$ cat config.mk
export PLATFORM = sky130hd
export DESIGN_NAME = tick_count_decoder
export DESIGN_NICKNAME = d
export VERILOG_FILES = /design/src/rtl/tick_decode_pkg.sv /design/src/rtl/tick_day_divider.sv /design/src/rtl/tick_count_decoder.sv
export SDC_FILE = /design/constraint.sdc
export NUM_CORES = 1
export LEC_CHECK = 0
export CAP_MARGIN = 20
export CORE_UTILIZATION = 29
export CTS_BUF_LIST = sky130_fd_sc_hd__clkbuf_2 sky130_fd_sc_hd__clkbuf_4 sky130_fd_sc_hd__clkbuf_8
export DETAILED_ROUTE_END_ITERATION = 10
export REMOVE_ABC_BUFFERS = 1
export SYNTH_ARGS = -nofsm -noshare
export SYNTH_HDL_FRONTEND = slang
export SYNTH_HIERARCHICAL = 1
export SYNTH_SLANG_ARGS = --single-unit
$ cat constraint.sdc
create_clock -name clockSignal -period 5.2 [get_ports clockSignal]
set_input_delay 1.04 -clock clockSignal [delete_from_list [all_inputs] [get_ports clockSignal]]
set_output_delay 1.04 -clock clockSignal [all_outputs]
set_load 0.01 [all_outputs]
$ cat src/rtl/tick_decode_pkg.sv
`default_nettype none
// ============================================================================
// Module   : tick_decode_pkg
// Purpose  : Shared constants, FSM state type and calendar helper functions
//            for the centisecond tick-count decoder.
// Revision : 1.0 - initial release
// ============================================================================
package tick_decode_pkg;

  localparam logic [23:0] TICKS_PER_DAY  = 24'd8640000;
  localparam logic [23:0] TICKS_PER_HOUR = 24'd360000;
  localparam logic [23:0] TICKS_PER_MIN  = 24'd6000;
  localparam logic [23:0] TICKS_PER_SEC  = 24'd100;
  localparam logic [13:0] EPOCH_YEAR     = 14'd1970;
  localparam logic [2:0]  EPOCH_WEEKDAY  = 3'd4;

  // Calendar values reported when the day index is past the last valid day
  localparam logic [13:0] CLAMP_YEAR     = 14'd9999;
  localparam logic [3:0]  CLAMP_MONTH    = 4'd12;
  localparam logic [4:0]  CLAMP_DATE     = 5'd31;
  localparam logic [2:0]  CLAMP_WEEKDAY  = 3'd5;

  typedef enum logic [3:0] {
    ST_IDLE    = 4'd0,
    ST_DIV_DAY = 4'd1,
    ST_SPLIT_H = 4'd2,
    ST_SPLIT_M = 4'd3,
    ST_SPLIT_S = 4'd4,
    ST_YEAR    = 4'd5,
    ST_MONTH   = 4'd6,
    ST_WDAY    = 4'd7,
    ST_DONE    = 4'd8
  } decode_state_t;

  // Gregorian leap rule: every 4th year, except centuries not divisible by 400
  function automatic logic isLeap(input logic [13:0] year);
    return (((year % 14'd4) == 14'd0) && ((year % 14'd100) != 14'd0)) ||
           ((year % 14'd400) == 14'd0);
  endfunction

  // Days in a month (1..12); February follows the leap flag
  function automatic logic [4:0] monthLength(input logic [3:0] month, input logic leap);
    case (month)
      4'd2:                      return leap ? 5'd29 : 5'd28;
      4'd4, 4'd6, 4'd9, 4'd11:   return 5'd30;
      default:                   return 5'd31;
    endcase
  endfunction

endpackage
`default_nettype wire

$ cat src/rtl/tick_day_divider.sv
`default_nettype none
// ============================================================================
// Module   : tick_day_divider
// Purpose  : 64-by-24-bit serial restoring divider, one quotient bit per
//            cycle. The first step runs on the start edge itself, so the
//            result is ready after 64 edges and flagged by a one-cycle done.
// Revision : 1.0 - initial release
// ============================================================================
module tick_day_divider (
  input  logic        clockSignal,
  input  logic        resetN,
  input  logic        start,
  input  logic [63:0] dividend,
  input  logic [23:0] divisor,
  output logic        done,
  output logic [63:0] quotient,
  output logic [23:0] remainder
);

  logic        r_active;
  logic [5:0]  r_count;
  logic [63:0] w_src_quot;
  logic [23:0] w_src_rem;
  logic [24:0] w_shifted;
  logic [23:0] w_diff;
  logic        w_fits;
  logic [63:0] w_next_quot;
  logic [23:0] w_next_rem;

  // One restoring step; a start request restarts from the fresh dividend
  always_comb begin
    w_src_quot  = start ? dividend : quotient;
    w_src_rem   = start ? 24'd0 : remainder;
    w_shifted   = {w_src_rem, w_src_quot[63]};
    w_fits      = (w_shifted >= {1'b0, divisor});
    // Result is below the divisor whenever it fits, so 24 bits suffice
    w_diff      = w_shifted[23:0] - divisor;
    w_next_rem  = w_fits ? w_diff : w_shifted[23:0];
    w_next_quot = {w_src_quot[62:0], w_fits};
  end

  // Iteration counter, partial remainder / quotient shift register, done pulse
  always_ff @(posedge clockSignal or negedge resetN) begin
    if (!resetN) begin
      r_active  <= 1'b0;
      r_count   <= 6'd0;
      done      <= 1'b0;
      quotient  <= 64'd0;
      remainder <= 24'd0;
    end else begin
      done <= 1'b0;
      if (start) begin
        quotient  <= w_next_quot;
        remainder <= w_next_rem;
        r_active  <= 1'b1;
        r_count   <= 6'd1;
      end else if (r_active) begin
        quotient  <= w_next_quot;
        remainder <= w_next_rem;
        r_count   <= r_count + 6'd1;
        if (r_count == 6'd63) begin
          r_active <= 1'b0;
          done     <= 1'b1;
        end
      end
    end
  end

endmodule
`default_nettype wire

$ cat src/rtl/tick_count_decoder.sv
`default_nettype none
// ============================================================================
// Module   : tick_count_decoder
// Purpose  : Multi-cycle decode of a 64-bit centisecond tick count into
//            time-of-day, day count and (optionally) calendar fields.
//            Macro DATE_DECODE_EN enables the year/month/weekday decode;
//            without it the calendar outputs are tied to 1970-01-01 Thu.
// Revision : 1.0 - initial release
// ============================================================================
module tick_count_decoder
  import tick_decode_pkg::*;
#(
  parameter logic [31:0] MAX_DAYS = 32'd2932896
) (
  input  logic        clockSignal,
  input  logic        resetN,
  input  logic        startDecode,
  input  logic [63:0] tickCount,
  output logic        busy,
  output logic        done,
  output logic        overflow,
  output logic [6:0]  centiseconds,
  output logic [5:0]  seconds,
  output logic [5:0]  minutes,
  output logic [4:0]  hours,
  output logic [31:0] dayCount,
  output logic [13:0] yearDisplay,
  output logic [3:0]  monthDisplay,
  output logic [4:0]  dateDisplay,
  output logic [2:0]  dayDisplay
);

  decode_state_t r_state;
  decode_state_t w_next_state;

  logic        w_accept;
  logic        w_div_start;
  logic        w_div_done;
  logic [63:0] w_div_quot;
  logic [23:0] w_div_rem;

  logic [23:0] r_rem;
  logic [4:0]  r_hours;
  logic [5:0]  r_minutes;
  logic [5:0]  r_seconds;
  logic [31:0] r_daycnt;
  logic        r_ovf;

`ifdef DATE_DECODE_EN
  logic [31:0] r_days;
  logic [13:0] r_year;
  logic [3:0]  r_month;
  logic [5:0]  r_wacc;
  logic        r_wday_add;
  logic        w_leap;
  logic [31:0] w_year_len;
  logic [4:0]  w_month_len;
  logic [4:0]  w_month_mod7;
  logic [5:0]  w_wacc_year_sum;
  logic [5:0]  w_wacc_year;
  logic [5:0]  w_wacc_month_sum;
  logic [5:0]  w_wacc_month;
`endif

  // A request landing in the done cycle is dropped; it is taken one cycle later
  assign w_accept = (r_state == ST_IDLE) && startDecode && !done;
  assign busy     = (r_state != ST_IDLE);

  tick_day_divider u_day_divider (
    .clockSignal (clockSignal),
    .resetN      (resetN),
    .start       (w_div_start),
    .dividend    (tickCount),
    .divisor     (TICKS_PER_DAY),
    .done        (w_div_done),
    .quotient    (w_div_quot),
    .remainder   (w_div_rem)
  );

`ifdef DATE_DECODE_EN
  // Year/month lengths and weekday accumulator updates, kept mod 7
  always_comb begin
    w_leap           = isLeap(r_year);
    w_year_len       = w_leap ? 32'd366 : 32'd365;
    w_month_len      = monthLength(r_month, w_leap);
    w_month_mod7     = w_month_len % 5'd7;
    w_wacc_year_sum  = r_wacc + (w_leap ? 6'd2 : 6'd1);
    w_wacc_year      = (w_wacc_year_sum >= 6'd7) ? (w_wacc_year_sum - 6'd7) : w_wacc_year_sum;
    w_wacc_month_sum = r_wacc + {1'b0, w_month_mod7};
    w_wacc_month     = (w_wacc_month_sum >= 6'd7) ? (w_wacc_month_sum - 6'd7) : w_wacc_month_sum;
  end
`endif

  // FSM state register
  always_ff @(posedge clockSignal or negedge resetN) begin
    if (!resetN) begin
      r_state <= ST_IDLE;
    end else begin
      r_state <= w_next_state;
    end
  end

  // Next-state logic and divider launch
  always_comb begin
    w_next_state = r_state;
    w_div_start  = 1'b0;
    case (r_state)
      ST_IDLE: begin
        if (w_accept) begin
          w_div_start  = 1'b1;
          w_next_state = ST_DIV_DAY;
        end
      end
      ST_DIV_DAY: if (w_div_done)                  w_next_state = ST_SPLIT_H;
      ST_SPLIT_H: if (r_rem < TICKS_PER_HOUR)      w_next_state = ST_SPLIT_M;
      ST_SPLIT_M: if (r_rem < TICKS_PER_MIN)       w_next_state = ST_SPLIT_S;
      ST_SPLIT_S: begin
        if (r_rem < TICKS_PER_SEC) begin
`ifdef DATE_DECODE_EN
          w_next_state = r_ovf ? ST_DONE : ST_YEAR;
`else
          w_next_state = ST_DONE;
`endif
        end
      end
`ifdef DATE_DECODE_EN
      ST_YEAR:  if (r_days < w_year_len)             w_next_state = ST_MONTH;
      ST_MONTH: if (r_days < {27'd0, w_month_len})   w_next_state = ST_WDAY;
      ST_WDAY:  if (!r_wday_add && (r_wacc < 6'd7))  w_next_state = ST_DONE;
`endif
      ST_DONE:  w_next_state = ST_IDLE;
      default:  w_next_state = ST_IDLE;
    endcase
  end

  // Time split by repeated subtraction, then commit of time/day outputs
  always_ff @(posedge clockSignal or negedge resetN) begin
    if (!resetN) begin
      r_rem        <= 24'd0;
      r_hours      <= 5'd0;
      r_minutes    <= 6'd0;
      r_seconds    <= 6'd0;
      r_daycnt     <= 32'd0;
      r_ovf        <= 1'b0;
      done         <= 1'b0;
      overflow     <= 1'b0;
      centiseconds <= 7'd0;
      seconds      <= 6'd0;
      minutes      <= 6'd0;
      hours        <= 5'd0;
      dayCount     <= 32'd0;
    end else begin
      done <= 1'b0;
      case (r_state)
        ST_DIV_DAY: begin
          if (w_div_done) begin
            r_rem     <= w_div_rem;
            r_hours   <= 5'd0;
            r_minutes <= 6'd0;
            r_seconds <= 6'd0;
            r_daycnt  <= (|w_div_quot[63:32]) ? 32'hFFFF_FFFF : w_div_quot[31:0];
`ifdef DATE_DECODE_EN
            r_ovf     <= (w_div_quot > {32'd0, MAX_DAYS});
`else
            r_ovf     <= |w_div_quot[63:32];
`endif
          end
        end
        ST_SPLIT_H: begin
          if (r_rem >= TICKS_PER_HOUR) begin
            r_rem   <= r_rem - TICKS_PER_HOUR;
            r_hours <= r_hours + 5'd1;
          end
        end
        ST_SPLIT_M: begin
          if (r_rem >= TICKS_PER_MIN) begin
            r_rem     <= r_rem - TICKS_PER_MIN;
            r_minutes <= r_minutes + 6'd1;
          end
        end
        ST_SPLIT_S: begin
          if (r_rem >= TICKS_PER_SEC) begin
            r_rem     <= r_rem - TICKS_PER_SEC;
            r_seconds <= r_seconds + 6'd1;
          end
        end
        ST_DONE: begin
          done         <= 1'b1;
          overflow     <= r_ovf;
          centiseconds <= r_rem[6:0];
          seconds      <= r_seconds;
          minutes      <= r_minutes;
          hours        <= r_hours;
          dayCount     <= r_daycnt;
        end
        default: ;
      endcase
    end
  end

`ifdef DATE_DECODE_EN
  // Calendar walk (year, month, weekday) and commit of calendar outputs
  always_ff @(posedge clockSignal or negedge resetN) begin
    if (!resetN) begin
      r_days       <= 32'd0;
      r_year       <= EPOCH_YEAR;
      r_month      <= 4'd1;
      r_wacc       <= {3'd0, EPOCH_WEEKDAY};
      r_wday_add   <= 1'b0;
      yearDisplay  <= EPOCH_YEAR;
      monthDisplay <= 4'd1;
      dateDisplay  <= 5'd1;
      dayDisplay   <= EPOCH_WEEKDAY;
    end else begin
      case (r_state)
        ST_DIV_DAY: begin
          if (w_div_done) begin
            r_days     <= w_div_quot[31:0];
            r_year     <= EPOCH_YEAR;
            r_month    <= 4'd1;
            r_wacc     <= {3'd0, EPOCH_WEEKDAY};
            r_wday_add <= 1'b0;
          end
        end
        ST_YEAR: begin
          if (r_days >= w_year_len) begin
            r_days <= r_days - w_year_len;
            r_year <= r_year + 14'd1;
            r_wacc <= w_wacc_year;
          end
        end
        ST_MONTH: begin
          if (r_days >= {27'd0, w_month_len}) begin
            r_days  <= r_days - {27'd0, w_month_len};
            r_month <= r_month + 4'd1;
            r_wacc  <= w_wacc_month;
          end else begin
            r_wday_add <= 1'b1;
          end
        end
        ST_WDAY: begin
          // Remaining days are at most 30, so the sum stays within 6 bits
          if (r_wday_add) begin
            r_wacc     <= r_wacc + r_days[5:0];
            r_wday_add <= 1'b0;
          end else if (r_wacc >= 6'd7) begin
            r_wacc <= r_wacc - 6'd7;
          end
        end
        ST_DONE: begin
          if (r_ovf) begin
            yearDisplay  <= CLAMP_YEAR;
            monthDisplay <= CLAMP_MONTH;
            dateDisplay  <= CLAMP_DATE;
            dayDisplay   <= CLAMP_WEEKDAY;
          end else begin
            yearDisplay  <= r_year;
            monthDisplay <= r_month;
            dateDisplay  <= r_days[4:0] + 5'd1;
            dayDisplay   <= r_wacc[2:0];
          end
        end
        default: ;
      endcase
    end
  end
`else
  assign yearDisplay  = EPOCH_YEAR;
  assign monthDisplay = 4'd1;
  assign dateDisplay  = 5'd1;
  assign dayDisplay   = EPOCH_WEEKDAY;
`endif

endmodule
`default_nettype wire

# Word level (Yosys, flattened, before mapping)
# Index checks and enable logic that the tools add are counted.
# totals
out_inout_bits	85
ff_bits	232
mem_bits_rw	0
memories	0
wordCells	103
mem_bits_ro	0
latchBits	0
input_bits	67
# op_classes
reduce_logical	17
n_lt_le_gt_ge	7
n_div	0
n_addsub	8
n_eq_ne	14
multipliers	0
shifts	0
muxes	38
bitwise_logic	0
# ops
cell	count
two-way mux 24 bit	8
two-way mux 64 bit	3
case mux 24 bit (4 select lines)	1
two-way mux 32 bit	1
OR reduction 32 bit	1
two-way mux 6 bit	5
greater-or-equal comparator 25 x 24 -> 1 bit, second input constant	1
greater-or-equal comparator 24 x 13 -> 1 bit, second input constant	1
greater-or-equal comparator 24 x 19 -> 1 bit, second input constant	1
greater-or-equal comparator 24 x 7 -> 1 bit, second input constant	1
< comparator 24 x 13 -> 1 bit, second input constant	1
< comparator 24 x 19 -> 1 bit, second input constant	1
< comparator 24 x 7 -> 1 bit, second input constant	1
case mux 6 bit (2 select lines)	2
subtractor 24 x 13 -> 24 bit, second input constant	1
subtractor 24 x 19 -> 24 bit, second input constant	1
subtractor 24 bit, second input constant	1
subtractor 24 x 7 -> 24 bit, second input constant	1
two-way mux 4 bit	5
case mux 4 bit (5 select lines)	1
adder 6 x 1 -> 6 bit, second input constant	3
inequality test 2 bit, second input constant	7
two-way mux 5 bit	2
case mux 5 bit (2 select lines)	1
other kinds (16)	33

# Depth between registers and ports, before layout
# Gate-level depths: netlist (run 1).
# logic_depth
word_depth	10
depth_mapped	19
mapped_depth_nobuf	16

# Hierarchy
# The synthesis (run 1) kept the hierarchy.
# modules_own_cells
mod	instances	seq_area_each_um2	cells_each	area_each_um2
tick_count_decoder	1	3403.3	708	7224.4
tick_day_divider	1	2402.3	639	5741.8

# Worst setup path before layout (run 1)
# Ideal clock, no wire load.
# synth_timing
kind	register -> register
startpoint	register r_state[2]
endpoint	register u_day_divider.remainder[10]
path_stages_with_launch	19
setup_ns	0.137
t_required_ns	5.063
path_slack_ns	0.940
synth_period_minus_slack_ns	4.260
n_path_buf	5
t_arrival_ns	4.123
cell_sequence	dfrtp_1 buf_2 or2_2 or3_1 nor2_1 clkbuf_1 clkbuf_1 buf_1 nor2_1 ha_1 nand2_1 nor2_1 nand3_1 or4_1 nand3_2 buf_6 nor3b_1 a31oi_1 a21oi_1
# synth_between
elab_chain_len	10
elab_cells_between_ends	13
cone_classes	1 x add/sub; 1 x order compare; 7 x mux; 4 x reduce/logical
# synth_lines
item	line	rtl
from (decl)	tick_count_decoder.sv:33	decode_state_t r_state;
from (signal assigned)	tick_count_decoder.sv:99	r_state <= w_next_state;
zero test 4 bit (*)	tick_count_decoder.sv:66, tick_count_decoder.sv:107	
logical AND 1 bit (2 in series)	tick_count_decoder.sv:66	assign w_accept = (r_state == ST_IDLE) && startDecode && !done;
two-way mux 1 bit	tick_count_decoder.sv:109	if (w_accept) begin
two-way mux 1 bit (*)	tick_count_decoder.sv:107	case (r_state)
via w_div_start	tick_count_decoder.sv:37	logic w_div_start;
two-way mux 64 bit / two-way mux 24 bit (equally long branches)	tick_day_divider.sv:32, tick_day_divider.sv:33	
subtractor 24 bit / greater-or-equal comparator 25 x 24 -> 1 bit (equally long branches)	tick_day_divider.sv:37, tick_day_divider.sv:35	
two-way mux 24 bit	tick_day_divider.sv:38	w_next_rem = w_fits ? w_diff : w_shifted[23:0];
two-way mux 24 bit	tick_day_divider.sv:57	end else if (r_active) begin
two-way mux 24 bit	tick_day_divider.sv:52	if (start) begin
to (signal assigned)	tick_day_divider.sv:54	remainder <= w_next_rem;
to (signal assigned)	tick_day_divider.sv:59	remainder <= w_next_rem;
to (decl)	tick_day_divider.sv:17	output logic [23:0] remainder
# The timed path passes the listed nets; every way through them passes the cells marked *. The select of a mux whose other input is x is not followed.
# A chain may end at the register's enable or synchronous reset.

# Worst setup path in the final report (run 1)
# layout_timing
startpoint	register r_state[2]
endpoint	register u_day_divider.remainder[0]
# The elaborated chain is that of the path after synthesis.

==> flow_summary.toml, run 1 <==
[floorplan]
ios = 152
fp.dieH_um = 213.5
row_count = 77
die-area_um2 = 45560
coreArea_um2 = 44120
initial_core_util_pct = 29.39
die_w_um = 213.5

[timing]
slew_viol_final = 0
period_share_pct = 82.08
rsz0062_at_grt = "false"
max_slew_margin_pct = 32.63
max_freq_ghz = 0.2343
hold_viol_final = 0
fin_skew_ns = 0.02067
finalCriticalPeriod_ns = 4.268
tightestPinTransition_ns = 1.006
setup_viol_count_final = 0

[route]
drcViolationCount = 0
final_antenna_net_count = 0
routed_wl_um = 33400
wl_per_cell_um = 15.93
drtIter0Drc = 799
first_pass_iters = 5
num_vias = 10355
vias_per_cell = 4.938

[placed_design]
hpwl_um = 22580
dp_cells = 2024
io_buffer_count = 125
gp_congestion = 0.8885

[clocking]
cts_resized = 0
cts_buffers = 43
clk_latency_ns = 0.56
cts_buffer_depth = 3
clockRootBuffer = "clkbuf_8"
cts_setup_buffers = 0
cts_sinks = 232
tritoncts = "yes"
path_clk_slew_ns = 0.06
ctsHoldBuffers = 0
cts_max_level = 2

[flow_run]
cap_violations = 0

[logic_synthesis]
synth-edff-count = 0
syn-cell-area_um2 = 12970
yosysTopAreaCellShare_pct = 44.77
synth_area_per_cell_um2 = 9.626
syn_inst = 1347
synth_area_leaders = "dfrtp_1 45%, mux2i_1 5.4%, mux2_2 5.0%"
synth-main-ff-cell = "dfrtp_1"
yosysSeqAreaShare_pct = 44.77
ys_ff_latch = 232
async_flop_share_pct = 100.0
synthMostInstantiatedCell = "dfrtp_1"
post_synth_num_cell_types = 85
yosys.area.top_type = "dfrtp_1"
synth_common_cells = "232 x dfrtp_1, 161 x nand2_1, 108 x o21ai_0"
ys_warn_count = 6

[global_routing]
grt_max_degree = 111
gr-total-overflow = 0
track_usage_pct = 14.62
grt_pass1_wl_um = 54140
antenna_found_initial = 0
grt_pass1_vias = 10139

[critical_path]
path_class = "register to register"
start_kind = "register"
crit_required_ns = 5.68
critPathTopFamily = "simple AND/OR/NAND/NOR gates"
end_kind = "register"
cp_slowest_cell = "or4_1"
r2r_slack_ns = 0.93
critical_path.max_stage_delay_ns = 0.57
cp_num_buf_inv = 2
cp_cell_sequence = "or2_2 -> or3_1 -> nor2_4 -> buf_12 -> nor2b_1 -> ha_1 -> o211a_1 -> o31ai_1 -> nand3_1 -> a211oi_1 -> or4_1 -> nand3_2 -> buf_4 -> mux2_2 -> a21oi_1"
crit_fanout = 59
cp.arrival_ns = 4.75

[min_path]
hold_class = "register to register"

[final_layout]
drive_gt1_share_pct = 12.16
syn_to_final_growth_pct = 20.79
num-nets-final = 1580
utilization_pct = 35.49
stdcell_count = 2097
antenna_cells = 0

[power]
power.leakage_nw = 7.076
ir_worst_vdd_v = 0.0001912
p_per_area_nw_per_um2 = 498.1

[run_status]
outcome = "finished clean"
==> worst paths after layout <==
path | startpoint | end | depth (start not counted)
worst min register to register | r_ovf | r_ovf | 1
worst max register to register | r_state[2] | u_day_divider/remainder[0] | 15
worst max-delay path | r_state[2] | u_day_divider/remainder[0] | 15
max in group asynchronous | resetN | u_day_divider/quotient[55] | 2
min in group asynchronous | resetN | minutes[3] | 1
worst min-delay path | r_ovf | r_ovf | 1
==> layout by cell type, fill, tap and decap left out, drive strengths merged, types with 13 or more instances in the layout <==
| master | count |
|---|---|
| a21oi | 63 |
| buf | 17 |
| clkbuf | 66 |
| clkdlybuf4s50 | 124 |
| conb | 56 |
| dfrtp | 232 |
| ha | 35 |
| inv | 43 |
| mux2 | 58 |
| mux2i | 70 |
| nand2 | 162 |
| nand3 | 18 |
| nand4 | 16 |
| nor2 | 85 |
| nor2b | 29 |
| nor3 | 32 |
| nor4 | 16 |
| o21ai | 131 |
| o22a | 34 |
| o22ai | 13 |
| o31ai | 14 |
| xnor2 | 29 |
| xor2 | 23 |
==> kinds of logic (layout without fill, tap and decap cells) <==
kind of cell / after synthesis / count (layout) / synth area share, %
flip-flops: 232 / 232 / 44.77
XOR/XNOR: 52 / 52 / 3.512
AO/OA/AOI/OAI: 338 / 338 / 16.87
adder cells (fa/ha/maj): 36 / 36 / 3.532
buffers and inverters: 152 / 256 / 5.606
multiplexers: 128 / 128 / 10.44
AND/OR/NAND/NOR: 407 / 407 / 15.21
other: 2 / 56 / 0.05792
==> registers in the layout (all words and copies together) (netlist names), 4 cells and up <==
name and flops:
r_hours 5, r_daycnt 32, dayCount 32, seconds 6, r_minutes 6, hours 5
minutes 6, r_rem 24, u_day_divider/remainder 24, r_state 4, r_seconds 6, u_day_divider/r_count 6
u_day_divider/quotient 64, centiseconds 7
==> power by group <==
| group | switching [mW] | internal (mW) |
|---|---|---|
| Sequential | 0.642 | 2.35 |
| Combinational | 1.65 | 1.33 |
| Clock | 0.779 | 1.05 |
| Total | 3.07 | 4.73 |
==> per-stage QoR <==
stage	cell area [um^2]	power, mW	TNS (ns)	worst slack, ns	hold slack, ns
2_1_floorplan	12600	5.102	-311.30	-3.716	0.4562
3_3_place_gp	14770	5.881	0	0.6200	0.4750
3_5_place_dp	14770	5.962	0	0.4981	0.4796
4_1_cts	15660	7.830	0	0.9647	0.4984
5_1_grt	15660	8.395	0	0.6152	0.5134
6_report	15660	7.802	0	0.9321	0.4972
==> layout make-up <==
cell class / instances / area (um^2)
timing repair buffer: 141 / 1401
clock buffer: 66 / 814.5
clock inverter: 7 / 77.57
fill: 4631 / 28460
tap: 592 / 740.7
sequential: 232 / 5809
inverter: 42 / 157.7
multi-input combinational: 1017 / 6660
==> per-layer routing <==
metal	vias up	global-route usage (%)	wire length [um]
met1	4986	19.98	15120
li1	4997	-	-
met2	306	22.78	15200
met5	-	0.8621	55
met3	64	3.486	2288
met4	2	4.335	736
Note: power is estimated with default switching activity, not from simulation.
==> inputs of run 2 (changes only) <==
clock period = 4.08 ns   (was 5.2 ns; I/O delays follow)
==> flow_summary.toml, run 2 (synthesis gave the netlist of run 1 again) <==
[timing]
hold_viol_final = 0
tightestPinTransition_ns = 1.024
fin_skew_ns = 0.03709
finalCriticalPeriod_ns = 3.723
max_slew_margin_pct = 31.76
max_freq_ghz = 0.2686
period_share_pct = 91.26
rsz0062_at_grt = "false"
whs_ns = 0.2764
setup_viol_count_final = 0
slew_viol_final = 0

[global_routing]
antenna_found_initial = 0
gr-total-overflow = 0
grt_pass1_wl_um = 54100
grt_pass1_vias = 10470
track_usage_pct = 14.69
grt_max_degree = 95

[final_layout]
stdcell_count = 2158
final_area_um2 = 16160
largest_reg_flops = 64
antenna_cells = 0
mostFrequentLayoutCell = "dfrtp_1"
max_flop_register = "u_day_divider/quotient"
syn_to_final_growth_pct = 24.62
final_cell_mix = "231 x dfrtp_1, 161 x nand2_1, 124 x clkdlybuf4s50_1, 108 x o21ai_0, 81 x nor2_1"
final.fill_count = 4550
num-nets-final = 1641
drive_gt1_share_pct = 15.64
top_regs = "u_day_divider/quotient x64, dayCount x32, r_daycnt x32"

[min_path]
hold_class = "input port to async pin"

[critical_path]
crit_required_ns = 4.55
cp.arrival_ns = 4.19
r2r_slack_ns = 0.36
end_kind = "register"
start_kind = "register"
path_common_cell = "buf_12"
cp_cell_sequence = "or2_2 -> or3_1 -> nor2_4 -> buf_12 -> nor2b_1 -> ha_1 -> o31ai_1 -> nand3_1 -> a211oi_1 -> or4_1 -> nand3_2 -> buf_12 -> buf_4 -> nor3b_1 -> a31oi_1 -> a21oi_1"
critPathTopFamily = "simple AND/OR/NAND/NOR gates"
cp_num_buf_inv = 3
path_class = "register to register"
crit_fanout = 11
cp_slowest_cell = "a211oi_1"
critical_path.max_stage_delay_ns = 0.40

[clocking]
ctsHoldBuffers = 0
clk_latency_ns = 0.57
tritoncts = "yes"
cts_buffers = 42
path_clk_slew_ns = 0.06
cts_sinks = 232
cts_buffer_depth = 3
clockRootBuffer = "clkbuf_8"
cts_max_level = 2

[placed_design]
io_buffer_count = 125
gp_congestion = 0.8941
dp_cells = 2085
dpl_cell_area_um2 = 15240
hpwl_um = 23440

[power]
power_mw = 10.30
p_per_area_nw_per_um2 = 637.7
power.leakage_nw = 7.367
ir_worst_vdd_v = 0.0002700

[run_status]
outcome = "finished clean"

[floorplan]
fp.dieH_um = 213.5
row_count = 77
die_w_um = 213.5
ios = 152
die-area_um2 = 45560
initial_core_util_pct = 29.39
coreArea_um2 = 44120

[route]
num_vias = 10540
wl_per_cell_um = 15.42
drcViolationCount = 0
final_antenna_net_count = 0
drtIter0Drc = 656
routed_wl_um = 33290
vias_per_cell = 4.884
first_pass_iters = 5

[flow_run]
cap_violations = 0
-- run 2: changes by cell type in the layout (fill, tap and decap cells not counted), sizes merged --
cell / delta
clkbuf: -2
inv: +1
clkinvlp: -1
clkinv: +1
buf: +62
-- run 2: timing repair --
action,in CTS,in global routing
gates resized for setup,0,1
buffers inserted,0,1
setup endpoints to repair,0,11
-- run 2: per-layer routing --
layer	part of all wire, %	vias to the layer above	global-route usage [%]
met2	47	239	23.54
li1	-	5121	-
met1	46	5135	19.91
met3	5.8	45	3.281
met5	0	-	0
met4	1.6	0	3.916
-- run 2: worst reg2reg max path, stage by stage (launching register included) --
cell,delay (ns)
dfrtp_1,0.37
or2_2,0.33
or3_1,0.38
nor2_4,0.12
buf_12,0.14
nor2b_1,0.08
ha_1,0.23
o31ai_1,0.36
nand3_1,0.17
a211oi_1,0.40
or4_1,0.23
nand3_2,0.14
buf_12,0.17
buf_4,0.14
nor3b_1,0.19
a31oi_1,0.06
a21oi_1,0.14
-- run 2: metrics by stage --
stage	utilization (%)	TNS [ns]	setup slack, ns
after detailed placement	34.53	-0.7456	-0.1229
after global placement	34.50	-0.2836	-0.09114
after floorplan	-	-483.78	-4.836
final	36.62	0	0.3568
after CTS	36.57	0	0.1746
after global routing	36.62	0	0.08482
-- run 2: cell type report --
type                            instances  area [um^2]  share of cell area [%]
Tap cell                              592        740.7                   4.584
Multi-Input combinational cell       1017         6654                   41.18
Timing Repair Buffer                  203         1899                   11.75
Sequential cell                       232         5809                   35.95
Inverter                               42        157.7                  0.9757
Clock inverter                          8        91.34                  0.5653
Clock buffer                           64        805.8                   4.987
-- run 2: worst paths after layout --
path / startpoint / end / cells after the start
max reg2reg: r_state[3] / u_day_divider/remainder[10] / 16
min: resetN / u_day_divider/quotient[14] / 1
max in group asynchronous: resetN / dayCount[10] / 2
min in group clockSignal: r_ovf / r_ovf / 1
max: r_state[3] / u_day_divider/remainder[10] / 16
min reg2reg: r_ovf / r_ovf / 1
-- run 2: report_power, final --
group          leakage (nW)  switching, mW  internal [mW]  total (mW)
Combinational          3.89           2.21           2.01        4.22
Sequential             3.00          0.766           2.99        3.76
Clock                 0.478          0.989           1.33        2.32
==> inputs of run 3 (changes only) <==
ABC_AREA = 1   (was unset)
GPL_ROUTABILITY_DRIVEN = 0   (was unset)
==> flow_summary.toml, run 3 <==
[final_layout]
final.fill_count = 5026
largest_reg_flops = 64
top_regs = "u_day_divider/quotient x64, dayCount x32, r_daycnt x32"
mostFrequentLayoutCell = "nand2_1"
final-seq-area_um2 = 5806
multi_input_area_um2 = 7018
syn_to_final_growth_pct = 19.87
final_cell_mix = "580 x nand2_1, 255 x inv_1, 232 x dfrtp_1, 134 x nand3_1, 124 x clkdlybuf4s50_1"
num-nets-final = 2180
drive_gt1_share_pct = 9.203
max_flop_register = "u_day_divider/quotient"

[power]
ir_worst_vdd_v = 0.0003331
p_per_area_nw_per_um2 = 703.3
power_mw = 12.02
power.leakage_nw = 8.243

[critical_path]
worstReg2RegStart = "r_state[0]"
crit_fanout = 43
critPathTopFamily = "simple AND/OR/NAND/NOR gates"
path_class = "input port to register"
path_common_cell = "nand2_1"
crit_start = "startDecode"
cp_slowest_cell = "clkdlybuf4s50_1"
crit_required_ns = 4.51
cp.arrival_ns = 3.83
cp_num_buf_inv = 6
end_kind = "register"
start_kind = "input port"
critical_path.max_stage_delay_ns = 0.47
cp_cell_sequence = "clkdlybuf4s50_1 -> inv_1 -> nor3_2 -> buf_12 -> inv_6 -> nand2_1 -> inv_1 -> ha_1 -> nand2_1 -> nor2_1 -> nand2_1 -> nor2_1 -> nand4_2 -> nand4_4 -> buf_12 -> nand3_1 -> nand2_1 -> nand2_1"

[logic_synthesis]
ys_ff_latch = 232
synth_area_per_cell_um2 = 7.337
yosys.area.top_type = "dfrtp_1"
syn_inst = 1943
yosysTopAreaCellShare_pct = 40.72
synth-edff-count = 0
syn-cell-area_um2 = 14260
ys_warn_count = 6
synth_area_leaders = "dfrtp_1 41%, nand2_1 15%, inv_1 6.7%"
yosysSeqAreaShare_pct = 40.72
synth_common_cells = "581 x nand2_1, 256 x inv_1, 232 x dfrtp_1"
synthMostInstantiatedCell = "nand2_1"
post_synth_num_cell_types = 58
async_flop_share_pct = 100.0
synth-main-ff-cell = "dfrtp_1"

[floorplan]
initial_core_util_pct = 29.61
ios = 152
fp.dieH_um = 223.7
die-area_um2 = 50050
die_w_um = 223.7
row_count = 80
coreArea_um2 = 48150

[clocking]
cts_sinks = 232
cts_buffer_depth = 3
clockRootBuffer = "clkbuf_8"
clk_latency_ns = 0.55
cts_max_level = 2
cts_resized = 0
path_clk_slew_ns = 0.05
cts_setup_buffers = 0
ctsHoldBuffers = 0
cts_buffers = 42
tritoncts = "yes"

[global_routing]
grt_pass1_vias = 12868
track_usage_pct = 15.57
grt_use_met1_pct = 20.73
antenna_found_initial = 2
grt_pass1_wl_um = 64300
met3_usage_pct = 1.928
grt-busiest-layer = "met2"
grt_max_degree = 111
gr-total-overflow = 0
groute.layer.met2.usage_pct = 25.67

[flow_run]
cap_violations = 0

[route]
final_antenna_net_count = 0
num_vias = 13116
routed_wl_um = 38950
first_pass_iters = 7
wl_per_cell_um = 14.08
drtIter0Drc = 865
drcViolationCount = 0
vias_per_cell = 4.742

[timing]
period_share_pct = 83.27
finalCriticalPeriod_ns = 3.397
finalSetupTns_ns = 0
fin_skew_ns = 0.02011
max_freq_ghz = 0.2943
rsz0062_at_grt = "false"
fin_ws_ns = 0.6826
slew_viol_final = 0
hold_viol_final = 0
max_slew_margin_pct = 42.30
setup_viol_count_final = 0
tightestPinTransition_ns = 0.8624

[placed_design]
hpwl_um = 28310
dp_slack_ns = 0.1445
io_buffer_count = 125

[min_path]
hold_class = "input port to async pin"

[run_status]
outcome = "finished clean"
-- run 3: cell count changes in the layout (fill, tap and decap cells not counted), sizes merged, moves of 31 or more --
| cell | before | now |
|---|---|---|
| buf | 79 | 21 |
| o221ai | 6 | 56 |
| o21ai | 131 | 100 |
| mux2i | 70 | 1 |
| inv | 44 | 271 |
| o22a | 34 | 0 |
| nand3 | 18 | 139 |
| nand2 | 162 | 612 |
| nor2 | 85 | 141 |
| mux2 | 58 | 0 |
-- run 3: path summary, 6_finish.rpt --
path                       cells after the start                     endpoint  slack (ns)
max reg2reg                                   20  u_day_divider/remainder[18]        0.76
max in group asynchronous                      2                    r_rem[20]        2.85
min in group clockSignal                       2                     hours[4]        0.47
max                                           18  u_day_divider/remainder[18]        0.68
min                                            1   u_day_divider/quotient[40]        0.35
min reg2reg                                    2                     hours[4]        0.47
-- run 3: cells by family after synthesis --
group | after synthesis | synth area share, %
flip-flops | 232 | 40.72
other | 2 | 0.05268
buffers and inverters | 378 | 11.49
adder cells (fa/ha/maj) | 36 | 3.212
AO/OA/AOI/OAI | 272 | 12.16
AND/OR/NAND/NOR | 1001 | 31.01
multiplexers | 1 | 0.07022
XOR/XNOR | 21 | 1.290
-- run 3: cell type report --
cell class | instances | share of cell area [%]
antenna | 2 | 0.02929
clock buffer | 65 | 4.979
clock inverter | 10 | 0.7175
inverter | 271 | 5.982
multi-input combinational | 1385 | 41.07
sequential | 232 | 33.97
tap | 656 | 4.803
timing repair buffer | 145 | 8.449
-- run 3: routing by layer --
layer  vias up  share of wire [%]
li1       6526                  -
met1      6159                 46
met2       345                 46
met3        86                4.4
met4         0                3.0
met5         -                  0
-- run 3: where the power goes --
group	total, mW	leakage, nW	switching (mW)	internal (mW)
sequential	3.60	3.03	0.643	2.96
clock	2.46	0.506	0.997	1.46
combinational	5.95	4.71	3.90	2.06
-- run 3: stage by stage --
stage          util [%]  std cells  cell area (um^2)  hold WS (ns)
2_1_floorplan         -       1888             13840        0.4530
3_3_place_gp      33.46       2689             16110        0.4536
3_5_place_dp      33.46       2689             16110        0.4584
4_1_cts           35.48       2764             17080        0.3669
5_1_grt           35.49       2766             17090        0.3992
6_report          35.49       2766             17090        0.3492
